File: config.mk
export PLATFORM = sky130hd
export DESIGN_NAME = ex_muldiv_unit
export DESIGN_NICKNAME = d
export VERILOG_FILES = /design/src/rtl/ex_muldiv_unit.sv
export SDC_FILE = /design/constraint.sdc
export NUM_CORES = 1
export LEC_CHECK = 0
export ABC_AREA = 1
export ABC_CLOCK_PERIOD_IN_PS = 2800
export BUFFER_PORTS_ARGS = -buffer_cell sky130_fd_sc_hd__buf_4
export CAP_MARGIN = 20
export CORE_MARGIN = 5
export CORE_UTILIZATION = 50
export CTS_CLUSTER_SIZE = 25
export DETAILED_ROUTE_END_ITERATION = 10
export MAX_ROUTING_LAYER = met4
export PLACE_DENSITY_LB_ADDON = 0.3
export SLEW_MARGIN = 20
export SYNTH_ARGS = -nofsm -noshare
export SYNTH_HDL_FRONTEND = slang
export SYNTH_SLANG_ARGS = --single-unit
File: constraint.sdc
create_clock -name clock -period 2.8 [get_ports clock]
set_clock_uncertainty 0.05 [all_clocks]
set_input_delay 0.14 -clock clock [delete_from_list [all_inputs] [get_ports clock]]
set_output_delay 0.14 -clock clock [all_outputs]
set_load 0.02 [all_outputs]
File: src/rtl/ex_muldiv_unit.sv
// ex_muldiv_unit: iterative EX-stage multiply/divide unit with HI/LO registers.
// MULT/MULTU use shift-add and DIV/DIVU use restoring division, one bit per
// cycle over WIDTH iterations, followed by a sign-fix/writeback cycle.
// Launch handshake: the unit is ready exactly when busy=0 (state IDLE). A
// start seen on a rising edge while ready is accepted on that edge. A start
// seen while busy=1 is dropped rather than queued, so the issuing stage must
// hold the instruction until busy falls.
module ex_muldiv_unit #(
  parameter int WIDTH = 32
) (
  input  logic             clock,
  input  logic             reset,
  input  logic             start,
  input  logic [1:0]       op,
  input  logic [WIDTH-1:0] operand_a,
  input  logic [WIDTH-1:0] operand_b,
  input  logic             kill,
  input  logic             hi_we,
  input  logic             lo_we,
  input  logic [WIDTH-1:0] wdata,
  output logic [WIDTH-1:0] hi_out,
  output logic [WIDTH-1:0] lo_out,
  output logic             busy,
  output logic             done,
  output logic [1:0]       state_dbg
);

  localparam int CW = $clog2(WIDTH);
  localparam logic [CW-1:0] LAST = CW'(WIDTH - 1);

  typedef enum logic [1:0] {
    S_IDLE = 2'd0,
    S_RUN  = 2'd1,
    S_FIX  = 2'd2
  } state_t;

  state_t state_q, state_d;

  logic [CW-1:0]      cnt_q;
  logic               div_q;     // 1: divide in flight, 0: multiply
  logic               neg_x_q;   // product sign, or quotient sign for divide
  logic               neg_r_q;   // remainder sign (sign of dividend)
  logic               dbz_q;     // divide by zero captured at launch
  logic [WIDTH-1:0]   a_raw_q;   // dividend as presented, for divide by zero
  logic [WIDTH-1:0]   opnd_q;    // multiplicand magnitude or divisor magnitude
  logic [2*WIDTH-1:0] acc_q;     // product accumulator / dividend-quotient shifter
  logic [WIDTH-1:0]   rem_q;     // partial remainder between iterations
  logic [WIDTH-1:0]   hi_q, lo_q;
  logic               done_q;

  // Launch-time operand decode
  logic             is_div, a_neg, b_neg;
  logic [WIDTH-1:0] mag_a, mag_b;

  // Per-iteration datapath and writeback values
  logic [WIDTH:0]     mul_sum;
  logic [2*WIDTH-1:0] mul_next;
  logic [WIDTH:0]     div_shift;
  logic [WIDTH:0]     div_diff;
  logic               div_ge;
  logic [2*WIDTH-1:0] prod_fix;
  logic [WIDTH-1:0]   quo_fix, rem_fix;

  // State register
  always_ff @(posedge clock or negedge reset) begin
    if (!reset) state_q <= S_IDLE;
    else        state_q <= state_d;
  end

  // Next-state: kill aborts RUN/FIX, FIX always returns to IDLE
  always_comb begin
    state_d = state_q;
    case (state_q)
      S_IDLE: if (start) state_d = S_RUN;
      S_RUN: begin
        if (kill)               state_d = S_IDLE;
        else if (cnt_q == LAST) state_d = S_FIX;
      end
      S_FIX:   state_d = S_IDLE;
      default: state_d = S_IDLE;
    endcase
  end

  // Operand decode and iteration arithmetic
  always_comb begin
    is_div = op[1];
    a_neg  = op[0] & operand_a[WIDTH-1];
    b_neg  = op[0] & operand_b[WIDTH-1];
    mag_a  = a_neg ? (~operand_a + 1'b1) : operand_a;
    mag_b  = b_neg ? (~operand_b + 1'b1) : operand_b;

    // Shift-add: conditionally add the multiplicand into the upper half,
    // then shift the whole accumulator (and its carry) right by one.
    mul_sum  = {1'b0, acc_q[2*WIDTH-1:WIDTH]} + (acc_q[0] ? {1'b0, opnd_q} : '0);
    mul_next = {mul_sum, acc_q[WIDTH-1:1]};

    // Restoring step: bring in the next dividend bit, trial-subtract the
    // divisor in WIDTH+1 bits, keep the difference when it is non-negative.
    div_shift = {rem_q, acc_q[WIDTH-1]};
    div_diff  = div_shift - {1'b0, opnd_q};
    div_ge    = ~div_diff[WIDTH];

    prod_fix = neg_x_q ? (~acc_q + 1'b1) : acc_q;
    quo_fix  = neg_x_q ? (~acc_q[WIDTH-1:0] + 1'b1) : acc_q[WIDTH-1:0];
    rem_fix  = neg_r_q ? (~rem_q + 1'b1) : rem_q;
  end

  // Datapath: capture at launch, iterate in RUN, write HI/LO in FIX
  always_ff @(posedge clock or negedge reset) begin
    if (!reset) begin
      cnt_q   <= '0;
      div_q   <= 1'b0;
      neg_x_q <= 1'b0;
      neg_r_q <= 1'b0;
      dbz_q   <= 1'b0;
      a_raw_q <= '0;
      opnd_q  <= '0;
      acc_q   <= '0;
      rem_q   <= '0;
      hi_q    <= '0;
      lo_q    <= '0;
      done_q  <= 1'b0;
    end else begin
      done_q <= 1'b0;
      case (state_q)
        S_IDLE: begin
          if (hi_we) hi_q <= wdata;
          if (lo_we) lo_q <= wdata;
          if (start) begin
            cnt_q   <= '0;
            div_q   <= is_div;
            neg_x_q <= a_neg ^ b_neg;
            neg_r_q <= a_neg;
            dbz_q   <= is_div && (operand_b == '0);
            a_raw_q <= operand_a;
            opnd_q  <= is_div ? mag_b : mag_a;
            acc_q   <= {{WIDTH{1'b0}}, (is_div ? mag_a : mag_b)};
            rem_q   <= '0;
          end
        end
        S_RUN: begin
          if (!kill) begin
            cnt_q <= cnt_q + CW'(1);
            if (div_q) begin
              rem_q            <= div_ge ? div_diff[WIDTH-1:0] : div_shift[WIDTH-1:0];
              acc_q[WIDTH-1:0] <= {acc_q[WIDTH-2:0], div_ge};
            end else begin
              acc_q <= mul_next;
            end
          end
        end
        S_FIX: begin
          if (!kill) begin
            done_q <= 1'b1;
            if (!div_q) begin
              hi_q <= prod_fix[2*WIDTH-1:WIDTH];
              lo_q <= prod_fix[WIDTH-1:0];
            end else if (dbz_q) begin
              hi_q <= a_raw_q;
              lo_q <= '1;
            end else begin
              hi_q <= rem_fix;
              lo_q <= quo_fix;
            end
          end
        end
        default: ;
      endcase
    end
  end

  assign hi_out    = hi_q;
  assign lo_out    = lo_q;
  assign done      = done_q;
  assign busy      = (state_q != S_IDLE);
  assign state_dbg = state_q;

endmodule

==> results.cfg, run 1 <==
[outcome]
status = finished clean

[yosys]
synth_edf_count = 0
synthesis.instances = 3337
ys_seq_area_share_pct = 28.64
yosysWarnings = 0
ys.flop_type = dfrtp_1
synth_top_area_share_pct = 28.64
syn_area_per_cell_um2 = 6.178
syn_area_um2 = 20620
async_reset_ff_share_pct = 100.0
synth.distinct_cells = 54
ys_ff_latch = 236
synth.area.top_cells = dfrtp_1, nand2_1, nor2_1, nand3_1, inv_1
syn_nets = 3513
synth_top_area_cell = dfrtp_1

[route]
drcViolationCount = 0
routed_via_density = 5.885
first_pass_iters = 6
vias = 24327
ant_nets = 0
wl_um = 91660
routedWlPerCell_um = 22.17
drt_iter0_drc = 2817

[setup_path]
cp_max_fo = 16
worstPathRequired_ps = 3200
crit_path_end_kind = flip-flop
crit_type = flip-flop to flip-flop
r2r-start = acc_q[31]
r2r_end = rem_q[9]
r2r_cells = 15
cp-start-kind = flip-flop
arrival_ps = 3080
r2r_setup_slack_ps = 130

[placement]
dp_cells = 4002
port_buffers = 171
place.gp.congestion = 1.080
dp_hpwl_um = 73980

[min_path]
hold_end = opnd_q[21]
hp-start = operand_b[21]
hold_path.class = input port to flip-flop
hold_depth = 5

[clock_tree]
clock_latency_ps = 580
cts.sinks = 236
clkTransAtPathRegs_ps = 70
root_buffer = clkbuf_16
cts_inserted_buffers = 28
cts_tree = yes
cts.path.max_buffers = 3
htreeDepth = 1

[pwr]
total_power_mw = 18.43
ir_drop_uv = 512.4
power_density_nw_per_um2 = 752.5
power_leakage_nw = 12.37

[floorplan]
die_area_um2 = 45390
core_um2 = 40830
start_util_pct = 50.49
ios = 172
die_y_um = 213.1
die_w_um = 213.1
row_count = 74

[timing]
tightest_slew_ps = 1118
hold_ws_ps = 5.118
max_freq_ghz = 0.3740
post-route-period-util_pct = 95.48
hold_viol = 0
finalMaxSlewViolations = 0
layout_min_cycle_time_ps = 2674
finalSetupViolCount = 0
slew_headroom_pct = 25.36
rsz0062_at_grt = true

[layout]
final_nets = 3752
fillers = 4080
ff_latch_area_um2 = 5907
utilization_pct = 59.98
drive_gt1_share_pct = 10.31
final_cell_mix = nand2_1, nor2_1, inv_1
final_cells = 4134
multi_input_area_um2 = 12860
layout_commonest_cell = nand2_1
areaGrowthSynthToFinish_pct = 18.78

[global_routing]
grtUsageTotal_pct = 40.58
grt_overflow_total = 0
grt_first_pass_wirelength_um = 136600
grt_pass1_vias = 22733
grt_max_degree = 84
antenna_found_initial = 3

[run]
cap_viol_max_count = 0
## worst max-delay path, cell delays in order, from the launching register on
cell and delay (ps):
dfrtp_1 410, inv_1 90, ha_1 210, fa_1 420
o21ai_2 210, nand2_1 100, nand2_2 120, nand2_1 70
nand2_2 120, nand2_2 90, nand2_2 90, nand2_2 150
nand2_8 190, nand2_1 80, nand3_1 90, nand2_1 60
## per-stage QoR
| step | TNS (ps) | setup slack (ps) | area, um2 |
|---|---|---|---|
| 3_5_place_dp | 0 | 99.27 | 22740 |
| 4_1_cts | 0 | 81.11 | 24420 |
| 6_report | 0 | 126.5 | 24490 |
| 2_1_floorplan | 0 | 278.3 | 20620 |
| 5_1_grt | -145.8 | -29.85 | 24490 |
| 3_3_place_gp | 0 | 161.0 | 22740 |
## worst max-delay path by stage
stage,from,end,slack [ps],cells past startpoint
2_1_floorplan,acc_q[0],acc_q[55],280,17
3_3_place_gp,acc_q[31],rem_q[2],160,15
3_5_place_dp,acc_q[31],rem_q[20],100,15
4_1_cts,acc_q[31],rem_q[31],80,15
5_1_grt,acc_q[31],rem_q[20],-30,15
6_report,acc_q[31],rem_q[9],130,15
## per-layer routing
| layer | vias up | GRT usage (%) | wire [um] |
|---|---|---|---|
| met5 | - | - | 0 |
| met2 | 1346 | 61.92 | 40240 |
| met4 | 0 | 22.71 | 6646 |
| li1 | 11473 | - | - |
| met1 | 11234 | 51.71 | 35820 |
| met3 | 274 | 6.244 | 8953 |
## synthesized netlist by cell type, drive strengths merged, types with 3 or more instances
library cell / count
nand2: 971
nor2: 467
inv: 365
nand3: 291
a21oi: 269
o21ai: 254
dfrtp: 236
ha: 70
clkbuf: 63
buf: 56
xor2: 44
nand4: 42
nor3: 29
o221ai: 28
o211ai: 27
nand3b: 18
a22oi: 16
xnor2: 14
a221oi: 13
o22ai: 11
a31oi: 8
a21o: 7
o21bai: 6
nor4: 5
or2: 4
a32oi: 3
and2: 3
o21a: 3
## power by group
group / internal (mW) / switching, mW
registers: 4.16 / 1.06
clock network: 2.21 / 1.59
logic: 3.06 / 6.35
## flip-flops by register name, summed over array words and instances (netlist names)
name,cells
acc_q,64
a_raw_q,32
hi_out,32
lo_out,32
opnd_q,32
rem_q,32
cnt_q,5
state_dbg,2
dbz_q,1
div_q,1
done,1
neg_r_q,1
neg_x_q,1
## layout make-up
cell class / instances / area share [%]
multi-input cells: 2617 / 52.51
clock buffers: 40 / 3.336
repair buffers: 327 / 11.17
diodes: 4 / 0.04087
clock inverters: 12 / 0.5007
flip-flops and latches: 236 / 24.12
well taps: 532 / 2.718
inverters: 366 / 5.610
## logic make-up (layout without fill, tap and decap cells)
group | Yosys count | after routing | synth area share (%)
AND/OR/NAND/NOR | 1832 | 1833 | 37.27
AO/OA/AOI/OAI | 654 | 654 | 17.87
buffers and inverters | 485 | 745 | 9.309
flip-flops | 236 | 236 | 28.64
adder cells (fa/ha/maj) | 72 | 72 | 4.442
XOR/XNOR | 58 | 58 | 2.464
other | 0 | 4 | 0
## what timing repair did
action                                 CTS  global route
buffers inserted                         0             1
resized for setup                        0             6
endpoints found under the hold margin  185             0
hold buffers                            74             0
setup endpoints to repair                0            40
Note: power is estimated with default switching activity, not from simulation.
==> run 2, diff against run 1 <==
--- a/config.mk
+++ b/config.mk
@@ -15,6 +15,7 @@
 export DETAILED_ROUTE_END_ITERATION = 10
 export MAX_ROUTING_LAYER = met4
 export PLACE_DENSITY_LB_ADDON = 0.3
+export REMOVE_ABC_BUFFERS = 1
 export SLEW_MARGIN = 20
 export SYNTH_ARGS = -nofsm -noshare
 export SYNTH_HDL_FRONTEND = slang
==> run 2 against run 1 <==
Effect of this change: wire length shrank 2.0%; worst setup slack lost 88 ps; first-iteration DRC count grew 18%; clock-buffer cell count shrank 1; sequential cell count is the same; die area is the same; clock power grew 17%; non-clock buffer count grew 24; global-route usage shrank 1.5 points; maximum frequency shrank 3.2%; largest cell class unchanged.
==> results.cfg, run 2 (synthesis gave the netlist of run 1 again) <==
[clock_tree]
cts.path.max_buffers = 3
cts.sinks = 236
cts_tree = yes
root_buffer = clkbuf_16
htreeDepth = 1
clkTransAtPathRegs_ps = 70
cts_inserted_buffers = 29
clock_latency_ps = 610

[pwr]
power_density_nw_per_um2 = 776.4
p_comb_share_pct = 50.3
clkPwrFrac_pct = 22.9
p_sw_share_pct = 48.04
p_int_mw = 10.07
ir_drop_uv = 524.2
switching_power_mw = 9.311
power_frac_seq_pct = 26.8
power_leakage_nw = 12.58

[setup_path]
arrival_ps = 3250
crit_path_end_kind = flip-flop
cp_max_fo = 8
cp-start-kind = flip-flop
crit_type = flip-flop to flip-flop
startpoint = opnd_q[17]
r2r-start = opnd_q[17]
worstPathRequired_ps = 3290

[timing]
rsz0062_at_grt = true
tns_ps = 0
fin_ws_ps = 37.98
hold_viol = 0
layout_min_cycle_time_ps = 2762
finalSetupViolCount = 0
tightest_slew_ps = 1056
slew_headroom_pct = 29.15
post-route-period-util_pct = 98.64
max_freq_ghz = 0.3621
finalMaxSlewViolations = 0

[global_routing]
grt_max_degree = 69
met2_usage_pct = 57.20
grtUsageTotal_pct = 39.06
grt_pass1_vias = 22262
grt_overflow_total = 0
antenna_found_initial = 2
grt_util_met3_pct = 6.142
busiest_layer = met2
grt_first_pass_wirelength_um = 133500
use_met1_pct = 52.63

[layout]
fin_area_um2 = 24960
areaGrowthSynthToFinish_pct = 21.07
layout_commonest_cell = nand2_1
regMostFlops = acc_q
largest_register_ffs = 64
final_nets = 3781
final_cell_mix = nand2_1, nor2_1, inv_1
drive_gt1_share_pct = 10.64
utilization_pct = 61.13

[run]
cap_viol_max_count = 0

[placement]
dpl_worst_slack_ps = 83.00
placed_cell_area_um2 = 22740
port_buffers = 171
dp_hpwl_um = 70180
place.gp.congestion = 1.111

[route]
first_pass_iters = 6
drcViolationCount = 0
routedWlPerCell_um = 21.59
vias = 24864
wl_um = 89850
drt_iter0_drc = 3328
routed_via_density = 5.974
ant_nets = 0

[min_path]
hp-start = operand_b[19]
hold_path.class = input port to flip-flop

[floorplan]
die_w_um = 213.1
die_y_um = 213.1
row_count = 74
core_um2 = 40830
ios = 172
die_area_um2 = 45390
start_util_pct = 50.49

[outcome]
status = finished clean
## run 2: layout make-up
type / instances / area [um2]
fill: 3937 / 15870
clock inverter: 15 / 277.8
sequential: 236 / 5907
multi-input combinational: 2621 / 12970
inverter: 366 / 1374
antenna: 2 / 5.005
timing repair buffer: 351 / 2928
clock buffer: 39 / 833.3
tap: 532 / 665.6
## run 2: critical path: stages (launching register included)
cell     delay [ps]
dfrtp_1         380
inv_1           120
ha_1            390
a21oi_1         260
o21ai_1         140
a21oi_2         190
nor2_1           70
nor2_2          290
nand2_2         160
nand2_4         230
nand2_4         170
nand2_1          90
nand3_1          70
nand2_1          90
## run 2: routing by layer
layer | vias up | routed length, um
li1 | 11546 | -
met1 | 11442 | 36330
met2 | 1587 | 37850
met3 | 289 | 9811
met4 | 0 | 5860
met5 | - | 0
## run 2: power by group through the flow
stage,clock network (mW),logic [mW],registers [mW]
finish,4.44,9.74,5.20
global route,4.57,10.6,5.24
CTS,4.46,9.32,5.13
detailed placement,0,9.14,5.19
global placement,0,9.13,5.19
floorplan,0,5.54,5.10
## run 2: worst paths after layout
path,slack (ps),depth (start not counted),to
hold / removal,40,6,dbz_q
max in group asynchronous,1790,3,neg_x_q
hold reg to reg,440,2,lo_out[25]
min in group asynchronous,50,2,lo_out[29]
setup reg to reg,40,13,rem_q[9]
setup / recovery,40,13,rem_q[9]
## run 2: stage by stage
step | instances | hold WS, ps | power [mW]
global route | 4162 | 56.59 | 20.38
floorplan | 3218 | -205.6 | 10.63
global placement | 4006 | 77.03 | 14.31
CTS | 4154 | 2.010 | 18.92
detailed placement | 4006 | 79.53 | 14.33
finish | 4162 | 40.64 | 19.38
## run 2: what timing repair did
action,in CTS,in global routing
cloned,0,5
buffers inserted,0,1
resized for setup,2,16
setup endpoints to repair,8,42
hold endpoints to repair,307,0
pin swaps,0,7
hold buffers,94,0
